[src/rtl/arb_requester.sv]
// Client-side requester for one r/g pair of the grant arbiter: accepts a burst job,
// holds req until granted, counts granted beats, then idles req for a fixed gap.
module arb_requester #(
  parameter int LEN_W   = 4,
  parameter int TIMEOUT = 15,
  parameter int GAP     = 1
) (
  input  logic             clk,
  input  logic             reset,
  input  logic             job_valid,
  output logic             job_ready,
  input  logic [LEN_W-1:0] job_len,
  output logic             req,
  input  logic             gnt,
  output logic             beat,
  output logic             done,
  output logic             timeout,
  output logic             lost_grant,
  output logic             busy
);

  localparam int WAIT_W = $clog2(TIMEOUT + 1);
  localparam int GAP_W  = (GAP > 1) ? $clog2(GAP + 1) : 1;

  typedef enum logic [1:0] {
    IDLE = 2'd0,
    REQ  = 2'd1,
    XFER = 2'd2,
    GAP_ST = 2'd3
  } state_t;

  state_t             state_q, state_d;
  logic [LEN_W-1:0]   remaining_q, remaining_d;
  logic [WAIT_W-1:0]  wait_cnt_q, wait_cnt_d;
  logic [GAP_W-1:0]   gap_cnt_q, gap_cnt_d;

  always_comb begin
    state_d     = state_q;
    remaining_d = remaining_q;
    wait_cnt_d  = wait_cnt_q;
    gap_cnt_d   = gap_cnt_q;
    job_ready   = 1'b0;
    beat        = 1'b0;
    done        = 1'b0;
    timeout     = 1'b0;
    lost_grant  = 1'b0;
    // Pulses and job_ready are suppressed in any reset cycle; reset beats everything.
    if (!reset) begin
      case (state_q)
        IDLE: begin
          job_ready = 1'b1;
          if (job_valid) begin
            if (job_len != '0) begin
              remaining_d = job_len;
              wait_cnt_d  = '0;
              state_d     = REQ;
            end else begin
              done = 1'b1;
            end
          end
        end
        REQ: begin
          if (gnt) begin
            state_d = XFER;
          end else if (wait_cnt_q == WAIT_W'(TIMEOUT - 1)) begin
            timeout    = 1'b1;
            wait_cnt_d = '0;
            state_d    = IDLE;
          end else begin
            wait_cnt_d = wait_cnt_q + WAIT_W'(1);
          end
        end
        XFER: begin
          if (gnt) begin
            beat        = 1'b1;
            remaining_d = remaining_q - LEN_W'(1);
            if (remaining_q == LEN_W'(1)) begin
              done      = 1'b1;
              gap_cnt_d = '0;
              state_d   = GAP_ST;
            end
          end else begin
            lost_grant = 1'b1;
            wait_cnt_d = '0;
            state_d    = REQ;
          end
        end
        GAP_ST: begin
          if (gap_cnt_q == GAP_W'(GAP - 1)) begin
            gap_cnt_d = '0;
            state_d   = IDLE;
          end else begin
            gap_cnt_d = gap_cnt_q + GAP_W'(1);
          end
        end
        default: state_d = IDLE;
      endcase
    end
  end

  assign req  = !reset && ((state_q == REQ) || (state_q == XFER));
  assign busy = !reset && (state_q != IDLE);

  always_ff @(posedge clk) begin
    if (reset) begin
      state_q     <= IDLE;
      remaining_q <= '0;
      wait_cnt_q  <= '0;
      gap_cnt_q   <= '0;
    end else begin
      state_q     <= state_d;
      remaining_q <= remaining_d;
      wait_cnt_q  <= wait_cnt_d;
      gap_cnt_q   <= gap_cnt_d;
    end
  end

endmodule

[config.mk]
export PLATFORM = sky130hd
export DESIGN_NAME = arb_requester
export DESIGN_NICKNAME = d
export VERILOG_FILES = /design/src/rtl/arb_requester.sv
export SDC_FILE = /design/constraint.sdc
export NUM_CORES = 1
export LEC_CHECK = 0
export CELL_PAD_IN_SITES_DETAIL_PLACEMENT = 0
export CELL_PAD_IN_SITES_GLOBAL_PLACEMENT = 1
export CORE_UTILIZATION = 30
export CTS_CLUSTER_DIAMETER = 200
export DETAILED_ROUTE_END_ITERATION = 7
export GPL_ROUTABILITY_DRIVEN = 0
export PLACE_DENSITY_LB_ADDON = 0.1
export SLEW_MARGIN = 25
export SYNTH_ARGS = -nofsm -noshare
export SYNTH_HDL_FRONTEND = slang
export SYNTH_SLANG_ARGS = --single-unit
export TNS_END_PERCENT = 5
[constraint.sdc]
create_clock -name clk -period 1.83 [get_ports clk]
set_input_delay 0.549 -clock clk [delete_from_list [all_inputs] [get_ports clk]]
set_output_delay 0.549 -clock clk [all_outputs]
set_load 0.1 [all_outputs]
==> out/results.txt <==
Max Slew Vio Count = 0
Clk_lat worst skew = 0.27 ns
Post-DRT Antenna Nets = 0
Yosys top cell by area = dfxtp_1
Clk_skew = 0.000217 ns
FILL cells = 228
Worst-path clk slew = 0.07 ns
Slew @ Worst Pin = 0.425 ns
Synth top cells by count = dfxtp_1, ha_1, inv_1
Final setup vio count = 7
Cells after synthesis = 94
Leakage = 0.594 nW
CP endpoint kind = primary output
Hold Crit Start = wait_cnt_q[3]
Final WL = 1980 um
Reg2Reg Depth = 6
Yosys warns = 0
Largest net degree at the start of global routing = 10
Most used DFF post-synth = dfxtp_1
Port buffer count = 14
Final Critical Period = 2.07 ns
Top Ports = 15
Reg-to-reg endpoint = wait_cnt_q[1]
Initial antenna violation count = 0
Die ar. = 2850 um2
Arrival @ worst endpoint = 1.52 ns
Worst Path Required = 1.28 ns
FF+latch area = 204 um2
Avg Cell Area, Syn = 8.43 um2
Synth unique cells = 38
Clock Path Buffers = 2
CTS root buf = clkbuf_4
Max Cap Viol = 0
Vias in the first global route = 765
Post-synth ARST share = 0
DR vias = 845
Hold_ws = 0.530 ns
TritonCTS clock tree = done
Power density cells = 700 nW/um2
Setup CP Type = flip-flop to primary output
Synth area leaders = dfxtp_1, ha_1, nor2b_1, a21oi_1, inv_1
Hold path depth = 2
CP Launch Type = flip-flop
DP Worst Slack = -0.545 ns
Drt pass-1 iters = 4
Violated checks = negative setup slack
Setup TNS = -0.937 ns
Row Count = 18
WHS Endpoint = wait_cnt_q[3]
GRT Overall Usage = 0.158
Final design utilization = 0.573
Seq cells post-synth = 10
Net count after synthesis = 110
Worst setup margin = -0.236 ns
RSZ-0062 raised after global routing = true
R2R setup slack = 0.08 ns
GR Overflow Total = 0
Chip height = 53.4 um
Core area = 2480 um2
Post-synth top area share = 0.253
Post-Syn Area = 792 um2
DR WL/cell = 11.9 um
Worst vdd ir = 498 uV
Post-synthesis sequential area ratio = 0.253
Starting Density = 0.320
Peak fanout along the critical path = 2
Outcome = finished with violations
Endpoints failing hold = 0
N_diodes = 0
Most common cell in the netlist = dfxtp_1
Num CTS Buffers = 3
Die Span X = 53.4 um
Final period util = 1.13
H-tree levels = 1
Fmax = 0.484 GHz
Area grow syn2layout = 79.1%
R2R Path Start = state_q[1]
Area occupied by multi-input gates = 682 um2
Worst min path class = flip-flop to flip-flop
Post-DP HPWL = 1570 um
First-pass GRT wire length = 3240 um
Residual DRC = 0
Final nets = 153
Avg Vias per Cell = 5.09
Clock Sinks = 10
Slew HR = 0.716
Initial drt markers = 6
Share of cells above drive strength 1 = 0.485
Post-synth EDFFs = 0
[repair_timing]
item	in CTS	in global routing
gates resized for setup	25	10
pin swaps	5	7
hold buffers	0	0
setup buffers	2	0
setup endpoints to repair	17	9
[power breakdown]
part | total (mW) | leakage [nW] | internal (mW) | switching (mW)
registers | 0.268 | 0.0827 | 0.246 | 0.0222
clock network | 0.205 | 0.0210 | 0.121 | 0.0837
logic | 0.521 | 0.490 | 0.252 | 0.269
total | 0.994 | 0.594 | 0.618 | 0.375
[metal layers]
| metal | GRT usage | vias to the layer above | share of wire |
|---|---|---|---|
| met2 | 0.256 | 14 | 0.47 |
| met3 | 0.0345 | 6 | 0.032 |
| met4 | 0.0526 | 0 | 0.015 |
| li1 | - | 431 | - |
| met5 | 0 | - | 0 |
| met1 | 0.202 | 394 | 0.48 |
[critical path, stage by stage (launching register included)]
cell     delay, ns
dfxtp_2       0.33
inv_2         0.07
ha_4          0.12
nor3b_4       0.19
buf_6         0.13
nand3_4       0.08
a21oi_4       0.15
buf_12        0.18
[how the worst max path moves through the flow]
stage	startpoint	endpoint	depth (start not counted)
final	remaining_q[1]	done	7
after global routing	remaining_q[1]	done	7
after CTS	job_len[0]	done	5
after detailed placement	job_len[2]	done	5
after global placement	job_len[2]	done	5
after floorplan	gnt	timeout	2
[state kept, by name (all words and copies together) (netlist names)]
register and flops:
wait_cnt_q 4, state_q 2, remaining_q 4
[final cells by class]
class	instances	area share
Sequential cell	10	0.144
Inverter	8	0.0212
Timing Repair Buffer	42	0.302
Multi-Input combinational cell	72	0.481
Clock buffer	4	0.0256
Tap cell	30	0.0265
[stage by stage]
stage	power, mW	instances	area [um2]
2_1_floorplan	0.551	94	866
5_1_grt	1.06	166	1420
4_1_cts	0.989	166	1390
3_5_place_dp	0.754	160	1290
3_3_place_gp	0.752	160	1290
6_report	0.994	166	1420
[placed cells by master (no fill, tap or decap), types with 3 or more instances in the layout]
cell       n
o21ai_0    5
ha_1       5
a21oi_1    5
nor2b_1    3
nand2_1    6
inv_1      6
nor2_1     4
buf_12     8
buf_4     25
nand2b_1   3
clkbuf_4   3
dfxtp_1    7
dfxtp_2    3
[kinds of logic after synthesis]
group / synth area share
AOI/OAI and AO/OA: 0.288
muxes: 0.0269
and+or+nand+nor: 0.248
buffers and inverters: 0.0584
DFF: 0.253
adders and majority gates: 0.126
(Power assumes the default switching activity.)
